--- src/rtl/ami_pkg.sv ---
// ami_pkg: constants and helpers shared by the AMI blocks.
//   - AXI burst, size and response encodings
//   - ami_pw(): width of a port-index field for a given port count
package ami_pkg;

    localparam logic [1:0] AXI_BURST_FIXED = 2'b00;
    localparam logic [1:0] AXI_BURST_INCR  = 2'b01;
    localparam logic [1:0] AXI_BURST_WRAP  = 2'b10;

    localparam logic [2:0] AXI_SIZE_1B   = 3'd0;
    localparam logic [2:0] AXI_SIZE_2B   = 3'd1;
    localparam logic [2:0] AXI_SIZE_4B   = 3'd2;
    localparam logic [2:0] AXI_SIZE_8B   = 3'd3;
    localparam logic [2:0] AXI_SIZE_16B  = 3'd4;
    localparam logic [2:0] AXI_SIZE_32B  = 3'd5;
    localparam logic [2:0] AXI_SIZE_64B  = 3'd6;
    localparam logic [2:0] AXI_SIZE_128B = 3'd7;

    localparam logic [1:0] AXI_RESP_OKAY   = 2'b00;
    localparam logic [1:0] AXI_RESP_EXOKAY = 2'b01;
    localparam logic [1:0] AXI_RESP_SLVERR = 2'b10;
    localparam logic [1:0] AXI_RESP_DECERR = 2'b11;

    // Port-index field width; never below 1 so a degenerate count still
    // yields a legal vector.
    function automatic int ami_pw(input int np);
        return (np > 1) ? $clog2(np) : 1;
    endfunction

endpackage

--- src/rtl/ami_wmux_if.sv ---
// ami_wmux_if: AXI write-channel bundle (AW, W, B).
//   master modport: drives AW/W payload+valid and BREADY
//   slave  modport: drives AWREADY, WREADY and the B response
interface ami_wmux_if #(
    parameter int AXI_DW = 128,
    parameter int AXI_AW = 32,
    parameter int AXI_IW = 8,
    parameter int AXI_LW = 8
);
    localparam int AXI_WSTRBW = AXI_DW / 8;

    logic [AXI_IW-1:0]     AWID;
    logic [AXI_AW-1:0]     AWADDR;
    logic [AXI_LW-1:0]     AWLEN;
    logic [2:0]            AWSIZE;
    logic [1:0]            AWBURST;
    logic                  AWVALID;
    logic                  AWREADY;

    logic [AXI_DW-1:0]     WDATA;
    logic [AXI_WSTRBW-1:0] WSTRB;
    logic                  WLAST;
    logic                  WVALID;
    logic                  WREADY;

    logic [AXI_IW-1:0]     BID;
    logic [1:0]            BRESP;
    logic                  BVALID;
    logic                  BREADY;

    modport master (
        output AWID, AWADDR, AWLEN, AWSIZE, AWBURST, AWVALID,
        input  AWREADY,
        output WDATA, WSTRB, WLAST, WVALID,
        input  WREADY,
        input  BID, BRESP, BVALID,
        output BREADY
    );

    modport slave (
        input  AWID, AWADDR, AWLEN, AWSIZE, AWBURST, AWVALID,
        output AWREADY,
        input  WDATA, WSTRB, WLAST, WVALID,
        output WREADY,
        output BID, BRESP, BVALID,
        input  BREADY
    );
endinterface

--- src/rtl/sfifo.sv ---
// sfifo: small synchronous show-ahead FIFO.
//   ACLK/ARESETn : clock, asynchronous active-low reset
//   push/din     : write side (ignored when full)
//   pop/dout     : read side, dout shows the head entry (ignored when empty)
//   full/empty   : status
module sfifo #(
    parameter int DW    = 8,
    parameter int DEPTH = 4,
    localparam int AW   = (DEPTH > 1) ? $clog2(DEPTH) : 1,
    localparam int CW   = $clog2(DEPTH + 1)
) (
    input  logic          ACLK,
    input  logic          ARESETn,
    input  logic          push,
    input  logic [DW-1:0] din,
    input  logic          pop,
    output logic [DW-1:0] dout,
    output logic          full,
    output logic          empty
);
    logic [DW-1:0] mem_q [DEPTH];
    logic [AW-1:0] wr_ptr_q, rd_ptr_q;
    logic [CW-1:0] cnt_q;
    logic          do_push, do_pop;

    assign full    = (cnt_q == CW'(DEPTH));
    assign empty   = (cnt_q == '0);
    assign do_push = push && !full;
    assign do_pop  = pop && !empty;
    assign dout    = mem_q[rd_ptr_q];

    always_ff @(posedge ACLK or negedge ARESETn) begin
        if (!ARESETn) begin
            wr_ptr_q <= '0;
            rd_ptr_q <= '0;
            cnt_q    <= '0;
        end else begin
            if (do_push)
                wr_ptr_q <= (wr_ptr_q == AW'(DEPTH - 1)) ? '0 : wr_ptr_q + 1'b1;
            if (do_pop)
                rd_ptr_q <= (rd_ptr_q == AW'(DEPTH - 1)) ? '0 : rd_ptr_q + 1'b1;
            if (do_push && !do_pop)
                cnt_q <= cnt_q + 1'b1;
            else if (!do_push && do_pop)
                cnt_q <= cnt_q - 1'b1;
        end
    end

    // Storage carries no reset; validity is tracked by the pointers.
    always_ff @(posedge ACLK) begin
        if (do_push)
            mem_q[wr_ptr_q] <= din;
    end
endmodule

--- src/rtl/ami_wmux.sv ---
// ami_wmux: NP user write ports multiplexed onto one AXI write master.
//   ACLK, ARESETn : clock, asynchronous active-low reset
//   m_axi         : AXI AW/W/B master side (ami_wmux_if.master)
//   usr_aw*       : per-port AW request, usr_awready pulses on acceptance
//   usr_w*        : per-port W data, usr_wready only for the port owning
//                   the oldest issued burst
//   usr_b*        : B response routed by the port field in BID's top bits
//   err_wlast     : sticky per-port flag, user WLAST disagreed with ours
module ami_wmux
    import ami_pkg::*;
#(
    parameter int NP     = 4,
    parameter int AXI_DW = 128,
    parameter int AXI_AW = 32,
    parameter int AXI_IW = 8,
    parameter int AXI_LW = 8,
    parameter int AMI_OD = 4,
    localparam int PW    = ami_pw(NP),
    localparam int UW    = AXI_IW - PW,
    localparam int SW    = AXI_DW / 8
) (
    input  logic                       ACLK,
    input  logic                       ARESETn,
    ami_wmux_if.master                 m_axi,
    input  logic [NP-1:0][UW-1:0]      usr_awid,
    input  logic [NP-1:0][AXI_AW-1:0]  usr_awaddr,
    input  logic [NP-1:0][AXI_LW-1:0]  usr_awlen,
    input  logic [NP-1:0][2:0]         usr_awsize,
    input  logic [NP-1:0][1:0]         usr_awburst,
    input  logic [NP-1:0]              usr_awvalid,
    output logic [NP-1:0]              usr_awready,
    input  logic [NP-1:0][AXI_DW-1:0]  usr_wdata,
    input  logic [NP-1:0][SW-1:0]      usr_wstrb,
    input  logic [NP-1:0]              usr_wlast,
    input  logic [NP-1:0]              usr_wvalid,
    output logic [NP-1:0]              usr_wready,
    output logic [UW-1:0]              usr_bid,
    output logic [1:0]                 usr_bresp,
    output logic [NP-1:0]              usr_bvalid,
    input  logic [NP-1:0]              usr_bready,
    output logic [NP-1:0]              err_wlast
);
    localparam int OW = $clog2(AMI_OD + 1);
    localparam int FW = PW + AXI_LW;

    // AW register and bookkeeping
    logic [AXI_IW-1:0] awid_q;
    logic [AXI_AW-1:0] awaddr_q;
    logic [AXI_LW-1:0] awlen_q;
    logic [2:0]        awsize_q;
    logic [1:0]        awburst_q;
    logic              awvalid_q;
    logic [PW-1:0]     rr_ptr_q;
    logic [OW-1:0]     ost_cc_q, ost_cc_d;
    logic [AXI_LW-1:0] beat_cc_q;
    logic [NP-1:0]     err_q, err_d;

    logic [PW-1:0]     arb_idx, grant;
    logic              grant_vld, aw_load, aw_hs, w_hs, b_hs;
    logic              fifo_full, fifo_empty, w_valid, w_last;
    logic [FW-1:0]     head;
    logic [PW-1:0]     head_port, b_port;
    logic [AXI_LW-1:0] head_len;

    // Round-robin search starting at rr_ptr_q.
    always_comb begin
        grant_vld = 1'b0;
        grant     = '0;
        arb_idx   = '0;
        for (int k = 0; k < NP; k++) begin
            arb_idx = PW'((int'(rr_ptr_q) + k) % NP);
            if (!grant_vld && usr_awvalid[arb_idx]) begin
                grant_vld = 1'b1;
                grant     = arb_idx;
            end
        end
    end

    // Gated by ARESETn so no ready pulse escapes while reset is held.
    assign aw_load = ARESETn && grant_vld && (!awvalid_q || m_axi.AWREADY)
                     && (ost_cc_q < OW'(AMI_OD));
    assign aw_hs   = awvalid_q && m_axi.AWREADY;
    assign b_port  = m_axi.BID[AXI_IW-1 -: PW];
    assign m_axi.BREADY = usr_bready[b_port];
    assign b_hs    = m_axi.BVALID && m_axi.BREADY;

    always_comb begin
        ost_cc_d = ost_cc_q;
        if (aw_load && !b_hs)
            ost_cc_d = ost_cc_q + 1'b1;
        else if (!aw_load && b_hs && ost_cc_q != '0)
            ost_cc_d = ost_cc_q - 1'b1;
    end

    // Order FIFO: which port owns the W beats next, and how many.
    sfifo #(.DW(FW), .DEPTH(AMI_OD)) u_order (
        .ACLK    (ACLK),
        .ARESETn (ARESETn),
        .push    (aw_hs && !fifo_full),
        .din     ({awid_q[AXI_IW-1 -: PW], awlen_q}),
        .pop     (w_hs && w_last),
        .dout    (head),
        .full    (fifo_full),
        .empty   (fifo_empty)
    );

    assign head_port = head[FW-1 -: PW];
    assign head_len  = head[AXI_LW-1:0];
    assign w_valid   = !fifo_empty && usr_wvalid[head_port];
    assign w_last    = !fifo_empty && (beat_cc_q == head_len);
    assign w_hs      = w_valid && m_axi.WREADY;

    always_comb begin
        err_d = err_q;
        if (w_hs && (usr_wlast[head_port] != w_last))
            err_d[head_port] = 1'b1;
    end

    always_ff @(posedge ACLK or negedge ARESETn) begin
        if (!ARESETn) begin
            awid_q    <= '0;
            awaddr_q  <= '0;
            awlen_q   <= '0;
            awsize_q  <= '0;
            awburst_q <= '0;
            awvalid_q <= 1'b0;
            rr_ptr_q  <= '0;
            ost_cc_q  <= '0;
            beat_cc_q <= '0;
            err_q     <= '0;
        end else begin
            if (aw_load) begin
                awid_q    <= {grant, usr_awid[grant]};
                awaddr_q  <= usr_awaddr[grant];
                awlen_q   <= usr_awlen[grant];
                awsize_q  <= usr_awsize[grant];
                awburst_q <= usr_awburst[grant];
                awvalid_q <= 1'b1;
                rr_ptr_q  <= (grant == PW'(NP - 1)) ? '0 : grant + 1'b1;
            end else if (aw_hs) begin
                awvalid_q <= 1'b0;
            end
            ost_cc_q <= ost_cc_d;
            if (w_hs)
                beat_cc_q <= w_last ? '0 : beat_cc_q + 1'b1;
            err_q <= err_d;
        end
    end

    assign m_axi.AWID    = awid_q;
    assign m_axi.AWADDR  = awaddr_q;
    assign m_axi.AWLEN   = awlen_q;
    assign m_axi.AWSIZE  = awsize_q;
    assign m_axi.AWBURST = awburst_q;
    assign m_axi.AWVALID = awvalid_q;
    assign m_axi.WDATA   = usr_wdata[head_port];
    assign m_axi.WSTRB   = usr_wstrb[head_port];
    assign m_axi.WLAST   = w_last;
    assign m_axi.WVALID  = w_valid;

    assign usr_bid   = m_axi.BID[UW-1:0];
    assign usr_bresp = m_axi.BRESP;
    assign err_wlast = err_q;

    for (genvar gi = 0; gi < NP; gi++) begin : g_port
        assign usr_awready[gi] = aw_load && (grant == PW'(gi));
        assign usr_wready[gi]  = !fifo_empty && (head_port == PW'(gi)) && m_axi.WREADY;
        assign usr_bvalid[gi]  = m_axi.BVALID && (b_port == PW'(gi));
    end
endmodule
--- src/flat_wrapper.sv ---
// flat-port wrapper written by rule: the top's interface ports become plain ports
module ami_wmux_flat import ami_pkg::*;
#(
    parameter int NP     = 4,
    parameter int AXI_DW = 128,
    parameter int AXI_AW = 32,
    parameter int AXI_IW = 8,
    parameter int AXI_LW = 8,
    parameter int AMI_OD = 4,
    localparam int PW    = ami_pw(NP),
    localparam int UW    = AXI_IW - PW,
    localparam int SW    = AXI_DW / 8
)
  (ACLK, ARESETn, usr_awid, usr_awaddr, usr_awlen, usr_awsize, usr_awburst, usr_awvalid, usr_awready, usr_wdata, usr_wstrb, usr_wlast, usr_wvalid, usr_wready, usr_bid, usr_bresp, usr_bvalid, usr_bready, err_wlast, m_axi_AWID, m_axi_AWADDR, m_axi_AWLEN, m_axi_AWSIZE, m_axi_AWBURST, m_axi_AWVALID, m_axi_AWREADY, m_axi_WDATA, m_axi_WSTRB, m_axi_WLAST, m_axi_WVALID, m_axi_WREADY, m_axi_BID, m_axi_BRESP, m_axi_BVALID, m_axi_BREADY);
  ami_wmux_if #(.AXI_DW(AXI_DW), .AXI_AW(AXI_AW), .AXI_IW(AXI_IW), .AXI_LW(AXI_LW)) m_axi_i ();
  input  logic ACLK;
  input  logic ARESETn;
  input  logic [NP-1:0][UW-1:0] usr_awid;
  input  logic [NP-1:0][AXI_AW-1:0] usr_awaddr;
  input  logic [NP-1:0][AXI_LW-1:0] usr_awlen;
  input  logic [NP-1:0][2:0] usr_awsize;
  input  logic [NP-1:0][1:0] usr_awburst;
  input  logic [NP-1:0] usr_awvalid;
  output logic [NP-1:0] usr_awready;
  input  logic [NP-1:0][AXI_DW-1:0] usr_wdata;
  input  logic [NP-1:0][SW-1:0] usr_wstrb;
  input  logic [NP-1:0] usr_wlast;
  input  logic [NP-1:0] usr_wvalid;
  output logic [NP-1:0] usr_wready;
  output logic [UW-1:0] usr_bid;
  output logic [1:0] usr_bresp;
  output logic [NP-1:0] usr_bvalid;
  input  logic [NP-1:0] usr_bready;
  output logic [NP-1:0] err_wlast;
  output wire logic [$bits(m_axi_i.AWID)-1:0] m_axi_AWID;
  output wire logic [$bits(m_axi_i.AWADDR)-1:0] m_axi_AWADDR;
  output wire logic [$bits(m_axi_i.AWLEN)-1:0] m_axi_AWLEN;
  output wire logic [$bits(m_axi_i.AWSIZE)-1:0] m_axi_AWSIZE;
  output wire logic [$bits(m_axi_i.AWBURST)-1:0] m_axi_AWBURST;
  output wire logic [$bits(m_axi_i.AWVALID)-1:0] m_axi_AWVALID;
  input wire logic [$bits(m_axi_i.AWREADY)-1:0] m_axi_AWREADY;
  output wire logic [$bits(m_axi_i.WDATA)-1:0] m_axi_WDATA;
  output wire logic [$bits(m_axi_i.WSTRB)-1:0] m_axi_WSTRB;
  output wire logic [$bits(m_axi_i.WLAST)-1:0] m_axi_WLAST;
  output wire logic [$bits(m_axi_i.WVALID)-1:0] m_axi_WVALID;
  input wire logic [$bits(m_axi_i.WREADY)-1:0] m_axi_WREADY;
  input wire logic [$bits(m_axi_i.BID)-1:0] m_axi_BID;
  input wire logic [$bits(m_axi_i.BRESP)-1:0] m_axi_BRESP;
  input wire logic [$bits(m_axi_i.BVALID)-1:0] m_axi_BVALID;
  output wire logic [$bits(m_axi_i.BREADY)-1:0] m_axi_BREADY;
  assign m_axi_AWID = m_axi_i.AWID;
  assign m_axi_AWADDR = m_axi_i.AWADDR;
  assign m_axi_AWLEN = m_axi_i.AWLEN;
  assign m_axi_AWSIZE = m_axi_i.AWSIZE;
  assign m_axi_AWBURST = m_axi_i.AWBURST;
  assign m_axi_AWVALID = m_axi_i.AWVALID;
  assign m_axi_i.AWREADY = m_axi_AWREADY;
  assign m_axi_WDATA = m_axi_i.WDATA;
  assign m_axi_WSTRB = m_axi_i.WSTRB;
  assign m_axi_WLAST = m_axi_i.WLAST;
  assign m_axi_WVALID = m_axi_i.WVALID;
  assign m_axi_i.WREADY = m_axi_WREADY;
  assign m_axi_i.BID = m_axi_BID;
  assign m_axi_i.BRESP = m_axi_BRESP;
  assign m_axi_i.BVALID = m_axi_BVALID;
  assign m_axi_BREADY = m_axi_i.BREADY;
  ami_wmux #(.NP(NP), .AXI_DW(AXI_DW), .AXI_AW(AXI_AW), .AXI_IW(AXI_IW), .AXI_LW(AXI_LW), .AMI_OD(AMI_OD)) u_core (.ACLK(ACLK), .ARESETn(ARESETn), .m_axi(m_axi_i), .usr_awid(usr_awid), .usr_awaddr(usr_awaddr), .usr_awlen(usr_awlen), .usr_awsize(usr_awsize), .usr_awburst(usr_awburst), .usr_awvalid(usr_awvalid), .usr_awready(usr_awready), .usr_wdata(usr_wdata), .usr_wstrb(usr_wstrb), .usr_wlast(usr_wlast), .usr_wvalid(usr_wvalid), .usr_wready(usr_wready), .usr_bid(usr_bid), .usr_bresp(usr_bresp), .usr_bvalid(usr_bvalid), .usr_bready(usr_bready), .err_wlast(err_wlast));
endmodule
--- config.mk ---
export PLATFORM = sky130hd
export DESIGN_NAME = ami_wmux_flat
export DESIGN_NICKNAME = d
export VERILOG_FILES = /design/src/rtl/ami_pkg.sv /design/src/rtl/ami_wmux_if.sv /design/src/rtl/sfifo.sv /design/src/rtl/ami_wmux.sv /design/src/flat_wrapper.sv
export SDC_FILE = /design/constraint.sdc
export NUM_CORES = 1
export LEC_CHECK = 0
export BUFFER_PORTS_ARGS = -buffer_cell sky130_fd_sc_hd__buf_2
export CORE_AREA = 2 2 402 404
export CTS_BUF_LIST = sky130_fd_sc_hd__clkbuf_4 sky130_fd_sc_hd__clkbuf_8
export CTS_CLUSTER_DIAMETER = 50
export DETAILED_ROUTE_END_ITERATION = 8
export DIE_AREA = 0 0 404 406
export MAX_ROUTING_LAYER = met4
export PLACE_DENSITY_LB_ADDON = 0.05
export SETUP_SLACK_MARGIN = 0.1
export SLEW_MARGIN = 20
export SYNTH_ARGS = -nofsm -noshare
export SYNTH_HDL_FRONTEND = slang
export SYNTH_SLANG_ARGS = --single-unit
--- constraint.sdc ---
create_clock -name ACLK -period 3.4 [get_ports ACLK]
set_clock_uncertainty 0.1 [all_clocks]
set_input_delay 0.51 -clock ACLK [delete_from_list [all_inputs] [get_ports ACLK]]
set_output_delay 0.51 -clock ACLK [all_outputs]
set_load 0.02 [all_outputs]
==> results of run 1 <==
synthesized netlist by cell type:
cell      count  area, µm²
buf_2        29      145.1
mux4_2      148       3333
nor3b_1       4      30.03
and2_1       10      62.56
xnor2_1      14      122.6
nor4_1        2      12.51
ha_1         11      137.6
a211o_1       1      8.760
nand3b_1      4      30.03
and4_1        1      8.760
and3b_1       1      8.760
o31ai_1       1      7.510
o22a_1        1      8.760
o21ai_0      11      55.05
or2_4         1      8.760
o221ai_1      1      8.760
or3_1         1      6.260
nand2_1      22      82.58
nor2_1       18      67.56
edfxtp_1     40       1201
mux2i_4       1      22.52
clkbuf_1     18      67.56
nand2b_1      3      18.77
and4b_1       1      10.01
xor2_1        5      43.79
mux2_2       59      664.4
nor3_1       11      55.05
and3_1        5      31.28
nand4_1       1      6.260
o211ai_1      1      7.510
mux2i_1     168       1682
a21oi_1      13      65.06
fa_1          2      40.04
a22o_1        1      8.760
buf_4        11      82.58
nor4_4        1      21.27
inv_1         9      33.78
nor2b_1       1      6.260
buf_1        16      60.06
mux4_1        1      26.28
or4_1         4      30.03
nor4bb_1      1      10.01
nand3_1       6      30.03
dfrtp_1      78       1952
per-stage QoR:
| stage | utilization | hold slack, ns | setup slack [ns] | area [µm²] |
|---|---|---|---|---|
| 6_report | 0.1274 | 0.1846 | -0.03521 | 20330 |
| 5_1_grt | 0.1273 | 0.1533 | -0.1549 | 20320 |
| 4_1_cts | 0.1238 | 0.07938 | -0.1616 | 19760 |
| 3_5_place_dp | 0.1134 | 0.3763 | 0.1469 | 18110 |
| 3_3_place_gp | 0.1134 | 0.3880 | 0.1938 | 18110 |
| 2_1_floorplan | - | 0.1144 | 0.1943 | 10330 |
registers in the layout, indices dropped and copies added (netlist names):
signal                   count
u_core.u_order.mem_q        40
u_core.m_axi.AWADDR         32
u_core.beat_cc_q             8
u_core.m_axi.AWID            8
u_core.m_axi.AWLEN           8
u_core.err_wlast             4
u_core.m_axi.AWSIZE          3
u_core.ost_cc_q              3
u_core.u_order.cnt_q         3
u_core.m_axi.AWBURST         2
u_core.rr_ptr_q              2
u_core.u_order.rd_ptr_q      2
u_core.u_order.wr_ptr_q      2
u_core.m_axi.AWVALID         1
per-layer routing:
metal	vias up	track usage	wire length, µm
li1	5130	-	-
met1	5877	0.1359	40490
met2	873	0.2378	57200
met3	265	0.03784	8010
met4	0	0.02455	2912
met5	-	-	0
final timing paths:
kind / startpoint / end / slack, ns / cells past startpoint
max reg2reg: u_core.u_order.rd_ptr_q[0] / u_core.u_order.cnt_q[2] / 0.24 / 12
max in group asynchronous: ARESETn / u_core.m_axi.AWLEN[2] / 1.39 / 4
min: m_axi_AWREADY / u_core.m_axi.AWVALID / 0.18 / 3
max: u_core.u_order.rd_ptr_q[0] / m_axi_WDATA[32] / -0.04 / 7
min reg2reg: u_core.err_wlast[0] / u_core.err_wlast[0] / 0.39 / 2
min in group asynchronous: ARESETn / u_core.u_order.wr_ptr_q[1] / 0.63 / 3
logic make-up (layout without fill, tap and decap cells):
kind of cell,after synthesis,count (layout),share of synthesized area
multiplexers,377,377,0.5550
flip-flops,118,118,0.3055
AND/OR/NAND/NOR,98,98,0.05201
buffers and inverters,83,1146,0.03770
AO/OA/AOI/OAI,30,30,0.01649
XOR/XNOR,19,19,0.01612
adder cells (fa/ha/maj),13,13,0.01721
other,0,24,0
critical path, cell delays in order, from the launching register on:
cell,delay (ns)
dfrtp_1,0.40
buf_6,0.12
mux4_4,0.64
buf_12,0.20
buf_12,0.16
buf_16,0.15
mux4_2,0.40
buf_6,0.18
report_power, final:
group | leakage (nW) | internal, mW | switching (mW)
clock | 0.214 | 0.741 | 0.819
sequential | 1.28 | 2.02 | 0.443
combinational | 7.40 | 3.55 | 3.98
total | 8.90 | 6.31 | 5.24
repair_timing:
item	CTS	global route
hold buffers	1	0
setup buffers	18	5
pin swaps	4	4
cloned	17	8
resized for setup	180	109
endpoints found under the hold margin	35	0
endpoints found under the setup margin	150	152
final cells by class:
type,count,share of cell area
Antenna cell,24,0.002954
Clock buffer,17,0.01151
Sequential cell,118,0.1551
Clock inverter,15,0.009292
Inverter,9,0.001662
Timing Repair Buffer,1105,0.3528
Multi-Input combinational cell,537,0.3383
Tap cell,2086,0.1284
==> flow_summary.json, run 1 <==
{
  "cts-root-buf": "clkbuf_8",
  "regArea_um2": 3153,
  "cts_tree": "built",
  "violations": "negative setup slack",
  "grt_pass1_wl_um": 134200,
  "fillers": 18339,
  "grt_setup_unrepaired": "yes",
  "place_inst": 3808,
  "drt-total-wl_um": 108600,
  "numCtsBuffers": 17,
  "areaGrowthSynthToFinish_pct": 96.99,
  "core-area_um2": 159600,
  "cp.arrival_ns": 2.83,
  "netlist_instances": 738,
  "final-hold-violation-count": 0,
  "slew_viol_final": 0,
  "tightestPinTransition_ns": 0.7306,
  "syn_avg_cell_area_um2": 13.99,
  "ys_ff_latch": 118,
  "grt.total_usage": 0.1289,
  "power_leakage_nw": 8.899,
  "ir_drop_mv": 0.2775,
  "ant_nets": 0,
  "dp_hpwl_um": 91390,
  "ctsLongestPathBuffers": 2,
  "synth_cell_types": 44,
  "die_w_um": 404,
  "syn_nets": 1562,
  "pin_count": 1036,
  "slew_headroom": 0.5129,
  "antenna_found_initial": 151,
  "drc_errors": 0,
  "finalSetupViolations": 14,
  "grt_start_max_net_pins": 45,
  "setup_tns_ns": -0.1276,
  "dieArea_um2": 164000,
  "max_freq_ghz": 0.2911,
  "start_kind": "flop",
  "final.period_utilization": 1.010,
  "place.gp.congestion": 0.8852,
  "layout.nets": 2612,
  "cts_sinks": 118,
  "yosysSeqAreaShare": 0.3055,
  "htree_levels": 4,
  "die_h_um": 406,
  "endpoint_kind": "output port",
  "vias": 12145,
  "layout_commonest_cell": "buf_2",
  "drive_above_1_share": 0.7551,
  "io_buffers": 1019,
  "min_period_ns": 3.435,
  "synth_area_um2": 10320,
  "status": "complete, but fails checks",
  "overflow": 0,
  "cp_max_fo": 8,
  "worst_slack_ns": -0.03521,
  "insertion_delay_ns": 0.56,
  "cp.required_ns": 2.79,
  "hold_class": "input port to flop",
  "clkTransAtPathRegs_ns": 0.10,
  "worst-setup-path-type": "flop to output port",
  "vias_per_cell": 3.105,
  "yosysWarnings": 0,
  "multi_input_area_um2": 6879,
  "num_rows": 147,
  "layout.cells.non_filler": 3911,
  "maxCapViolations": 0,
  "initial_core_util": 0.06465,
  "firstDrtPassIters": 5,
  "final_cell_mix": "904 x buf_2, 168 x mux2i_1, 147 x mux4_2, 115 x buf_6, 78 x dfrtp_1",
  "power_density_nw_per_um2": 568.2,
  "p_total_mw": 11.55,
  "post_drt_wl_per_cell_um": 27.77,
  "grt_pass1_vias": 12994,
  "drt-initial-drc-count": 602
}
No activity file was read; power rests on OpenSTA's default activity.
==> run 2, diff against run 1 <==
--- a/config.mk
+++ b/config.mk
@@ -12,7 +12,7 @@
 export DETAILED_ROUTE_END_ITERATION = 8
 export DIE_AREA = 0 0 404 406
 export MAX_ROUTING_LAYER = met4
-export PLACE_DENSITY_LB_ADDON = 0.05
+export RECOVER_POWER = 25
 export SETUP_SLACK_MARGIN = 0.1
 export SLEW_MARGIN = 20
 export SYNTH_ARGS = -nofsm -noshare
==> run 2 against run 1 <==
Effect of this change: the flow finishes with violations (max-capacitance violations, max-slew violations); largest power group unchanged; first-iteration DRC count up 67%; hold slack better by 0.088 ns; combinational power up 4.5%; wire length up 35%; register-to-register slack worse by 0.06 ns; worst setup slack better by 0.040 ns; maximum frequency up 1.2%; non-clock buffer count down 4; die area unchanged; clock power down 15%.
==> flow_summary.json, run 2 (synthesized netlist as in run 1, its figures left out) <==
{
  "cts_sinks": 118,
  "grt_setup_unrepaired": "yes",
  "drt-initial-drc-count": 1005,
  "max_freq_ghz": 0.2945,
  "final_area_um2": 20930,
  "die_w_um": 404,
  "top_register": "u_core.u_order.mem_q",
  "core-area_um2": 159600,
  "drt-total-wl_um": 146300,
  "htree_levels": 4,
  "worstSetupStartpoint": "u_core.u_order.rd_ptr_q[0]",
  "dieArea_um2": 164000,
  "reg2reg_to": "u_core.u_order.rd_ptr_q[0]",
  "clkTransAtPathRegs_ns": 0.09,
  "initial_core_util": 0.06465,
  "post_drt_wl_per_cell_um": 36.41,
  "fin_util": 0.1311,
  "power_leakage_nw": 8.982,
  "pin_count": 1036,
  "cp.arrival_ns": 2.79,
  "p_comb_frac": 0.672,
  "p_sw_frac": 0.4567,
  "slew_headroom": -0.2455,
  "worst-setup-path-type": "flop to output port",
  "final_cell_mix": "870 x buf_2, 168 x mux2i_1, 147 x mux4_2, 143 x buf_6, 78 x dfrtp_1",
  "setup_tns_ns": 0,
  "layout_commonest_cell": "buf_2",
  "ctsLongestPathBuffers": 2,
  "cp_max_fo": 7,
  "status": "complete, but fails checks",
  "layout.nets": 2608,
  "start_kind": "flop",
  "cp.required_ns": 2.79,
  "dp_hpwl_um": 125800,
  "num_rows": 147,
  "p_total_mw": 11.71,
  "ant_nets": 0,
  "grt_pass1_vias": 12846,
  "ir_drop_mv": 0.3619,
  "largest_reg_flops": 40,
  "min_period_ns": 3.395,
  "p_int_mw": 6.362,
  "fillers": 18171,
  "finalSetupViolations": 0,
  "io_buffers": 1019,
  "maxCapViolations": 1,
  "grt_start_max_net_pins": 55,
  "endpoint_kind": "output port",
  "final.period_utilization": 0.9986,
  "die_h_um": 406,
  "tightestPinTransition_ns": 1.868,
  "overflow": 0,
  "violations": "max-capacitance violations, max-slew violations",
  "areaGrowthSynthToFinish_pct": 102.8,
  "slew_viol_final": 33,
  "cts_tree": "built",
  "numCtsBuffers": 17,
  "p_switching_mw": 5.349,
  "firstDrtPassIters": 4,
  "final-hold-violation-count": 0,
  "drc_errors": 0,
  "r2r_slack_ns": 0.18,
  "whs_ns": 0.2728,
  "insertion_delay_ns": 0.52,
  "reg2reg_from": "u_core.u_order.rd_ptr_q[0]",
  "rr_worst_depth": 10,
  "grt_pass1_wl_um": 168900,
  "antenna_found_initial": 298,
  "place.gp.congestion": 1.118,
  "grt.total_usage": 0.1743,
  "power_density_nw_per_um2": 559.6,
  "crit_path_end": "m_axi_WDATA[21]",
  "vias": 13537,
  "cts-root-buf": "clkbuf_8",
  "p_clk_frac": 0.113,
  "drive_above_1_share": 0.7507,
  "place_area_um2": 18090,
  "vias_per_cell": 3.368,
  "hold_class": "input port to flop",
  "pwr-share-seq": 0.215
}
run 2: through the flow:
step	setup slack (ns)	std cells
2_1_floorplan	0.1943	738
3_3_place_gp	0.2568	3803
3_5_place_dp	0.2371	3803
4_1_cts	-0.05437	3873
5_1_grt	-0.1061	4002
6_report	0.004818	4019
run 2: timing repair:
action                                  CTS  global route
hold buffers                              1             0
pin swaps                                 2             6
hold endpoints to repair                 13             0
gates cloned                             27             6
setup buffers                            10             4
resized for setup                       272            79
endpoints found under the setup margin  146           150
run 2: routing by layer:
layer | routed length (µm) | GRT usage
met1 | 48620 | 0.1656
met2 | 74180 | 0.3052
met3 | 10810 | 0.04724
met4 | 12710 | 0.1253
met5 | 0 | -
run 2: worst min-delay path by stage:
stage	from	to	slack, ns	cells after the start
floorplan	ARESETn	u_core.beat_cc_q[0]	0.11	0
global placement	u_core.err_wlast[0]	u_core.err_wlast[0]	0.38	2
detailed placement	u_core.err_wlast[3]	u_core.err_wlast[3]	0.38	2
CTS	m_axi_AWREADY	u_core.m_axi.AWVALID	0.18	3
global route	m_axi_AWREADY	u_core.m_axi.AWVALID	0.21	3
finish	m_axi_AWREADY	u_core.m_axi.AWVALID	0.27	3
run 2: layout make-up:
cell class                      instances  area [µm²]  share of cell area
Clock inverter                         15       145.1            0.006936
Antenna cell                          136       340.3             0.01626
Timing Repair Buffer                 1101        7536              0.3601
Multi-Input combinational cell        537        6874              0.3285
Sequential cell                       118        3153              0.1507
Clock buffer                           17       234.0             0.01118
Inverter                                9       33.78            0.001614
Tap cell                             2086        2610              0.1247
run 2: critical path, stage by stage, from the launching register on:
cell and delay [ns]:
dfrtp_1 0.37, mux4_4 0.71, buf_12 0.19, buf_16 0.17
buf_16 0.17, mux4_2 0.47, buf_6 0.16
run 2: power groups by stage:
stage	clock [mW]	sequential, mW	combinational [mW]
6_report	1.33	2.51	7.87
5_1_grt	1.47	2.62	8.27
4_1_cts	1.41	2.55	7.65
3_5_place_dp	0	2.57	6.51
3_3_place_gp	0	2.55	6.43
2_1_floorplan	0	2.76	3.54
==> run 3, diff against run 2 <==
==> constraint.sdc (replaced) <==
create_clock -name ACLK -period 3.4 [get_ports ACLK]
set_clock_uncertainty 0.1 [all_clocks]
set_input_delay 0.17 -clock ACLK [delete_from_list [all_inputs] [get_ports ACLK]]
set_output_delay 0.17 -clock ACLK [all_outputs]
set_load 0.02 [all_outputs]
==> run 3 against run 2 <==
Effect of this change: the run now ends clean; utilization down 0.13 points; critical path depth down 2; final cell count up 3.4%; first-iteration DRC count up 7.9%; power down 6.0%; design area down 0.99%; sequential power about the same; combinational power down 8.8%; die area unchanged; flip-flop and latch count unchanged; clock-buffer cell count up 2; largest power group unchanged; highest routed layer unchanged.
==> flow_summary.json, run 3 (synthesized netlist as in run 1, its figures left out) <==
{
  "ctsLongestPathBuffers": 2,
  "crit_chain": "mux4_4, buf_16, mux4_2, clkbuf_4",
  "numCtsBuffers": 17,
  "place.gp.congestion": 1.052,
  "layout_commonest_cell": "buf_2",
  "cpMaxStageDelayCell": "mux4_4",
  "fillers": 18253,
  "cp_max_fo": 85,
  "ir_drop_mv": 0.3326,
  "core-area_um2": 159600,
  "drive_above_1_share": 0.6744,
  "p_sw_frac": 0.4619,
  "post_drt_wl_per_cell_um": 32.48,
  "tightestPinTransition_ns": 1.197,
  "p_switching_mw": 5.088,
  "p_comb_frac": 0.652,
  "final-hold-violation-count": 0,
  "final_cell_mix": "1,016 x buf_2, 177 x dlygate4sd3_1, 168 x mux2i_1, 147 x mux4_2, 77 x dfrtp_1",
  "htree_levels": 4,
  "pwr-share-seq": 0.228,
  "cts_sinks": 118,
  "pin_count": 1036,
  "cts-root-buf": "clkbuf_8",
  "setup_tns_ns": 0,
  "start_kind": "flop",
  "clkTransAtPathRegs_ns": 0.08,
  "worst-setup-path-type": "flop to output port",
  "max_stage_delay_ns": 0.74,
  "p_total_mw": 11.01,
  "dp_hpwl_um": 120000,
  "cts_tree": "built",
  "grt_setup_unrepaired": "yes",
  "slew_viol_final": 0,
  "areaGrowthSynthToFinish_pct": 100.7,
  "hold_class": "input port to flop",
  "grt_start_max_net_pins": 86,
  "cp.required_ns": 3.13,
  "p_int_mw": 5.926,
  "endpoint_kind": "output port",
  "overflow": 0,
  "cp.arrival_ns": 2.98,
  "die_h_um": 406,
  "slew_headroom": 0.2018,
  "die_w_um": 404,
  "firstDrtPassIters": 5,
  "ant_nets": 0,
  "max_freq_ghz": 0.3075,
  "maxCapViolations": 0,
  "power_density_nw_per_um2": 531.6,
  "layout.nets": 2740,
  "num_rows": 147,
  "drt-initial-drc-count": 1084,
  "vias": 13852,
  "min_period_ns": 3.253,
  "finalSetupViolations": 0,
  "vias_per_cell": 3.333,
  "status": "finished, final reports clean",
  "initial_core_util": 0.06465,
  "grt_pass1_wl_um": 158400,
  "power_leakage_nw": 8.917,
  "drc_errors": 0,
  "dieArea_um2": 164000,
  "p_clk_frac": 0.119,
  "grt_pass1_vias": 13285,
  "largest_reg_flops": 40,
  "grt.total_usage": 0.1614,
  "io_buffers": 1019,
  "top_register": "u_core.u_order.mem_q",
  "drt-total-wl_um": 135000,
  "final.period_utilization": 0.9566,
  "antenna_found_initial": 268,
  "insertion_delay_ns": 0.53
}
==> run 3: path summary, 6_finish.rpt <==
check	slack (ns)	depth (start not counted)	endpoint	from
worst max-delay path	0.15	4	m_axi_WDATA[71]	u_core.u_order.rd_ptr_q[0]
worst min-delay path	0.08	4	u_core.m_axi.AWLEN[0]	usr_awlen[16]
worst max register to register	0.30	9	u_core.m_axi.AWLEN[4]	u_core.rr_ptr_q[0]
worst min register to register	0.39	2	u_core.err_wlast[3]	u_core.err_wlast[3]
max in group asynchronous	0.79	4	u_core.rr_ptr_q[1]	ARESETn
min in group asynchronous	0.70	3	u_core.m_axi.AWADDR[21]	ARESETn
==> run 3: layout make-up <==
class	count	area, µm²	area share
timing repair buffer	1233	7360	0.3552
multi-input combinational	537	6827	0.3295
sequential	118	3154	0.1522
tap	2086	2610	0.1260
antenna	141	352.8	0.01703
clock buffer	19	261.5	0.01262
clock inverter	13	120.1	0.005797
inverter	9	33.78	0.001631
==> run 3: worst max-delay path: cells and delay by family (launching register included) <==
| family | cells | cell delay [ns] |
|---|---|---|
| flip-flops | 1 | 0.39 |
| buffers and inverters | 2 | 0.48 |
| multiplexers | 2 | 1.38 |
==> run 3: metal layers <==
layer | global-route usage | share of wire | vias up
li1 | - | - | 5518
met1 | 0.1443 | 0.31 | 6653
met2 | 0.2925 | 0.54 | 1208
met3 | 0.04920 | 0.089 | 473
met4 | 0.1098 | 0.064 | 0
met5 | - | 0 | -
==> run 3: power by group through the flow <==
stage          Sequential, mW  Combinational (mW)  Clock, mW
2_1_floorplan            2.76                3.54          0
3_3_place_gp             2.54                6.44          0
3_5_place_dp             2.56                6.51          0
4_1_cts                  2.55                7.11       1.40
5_1_grt                  2.62                7.62       1.45
6_report                 2.51                7.18       1.31
==> run 3: through the flow <==
step / area [µm²] / hold WS, ns / utilization / instances / setup WS, ns
2_1_floorplan: 10330 / -0.2256 / - / 738 / 0.1943
3_3_place_gp: 18020 / 0.2401 / 0.1129 / 3795 / 0.2709
3_5_place_dp: 18020 / 0.2401 / 0.1129 / 3795 / 0.2584
4_1_cts: 20270 / 0.01338 / 0.1270 / 4007 / 0.1076
5_1_grt: 20660 / 0.06951 / 0.1294 / 4134 / 0.01867
6_report: 20720 / 0.08219 / 0.1298 / 4156 / 0.1475
==> run 3: repair_timing <==
item / CTS / global route
gates resized for setup: 4 / 3
cloned: 2 / 2
endpoints found under the setup margin: 83 / 17
hold buffers: 177 / 0
buffers inserted: 1 / 6
pin swaps: 0 / 1
hold endpoints to repair: 64 / 0
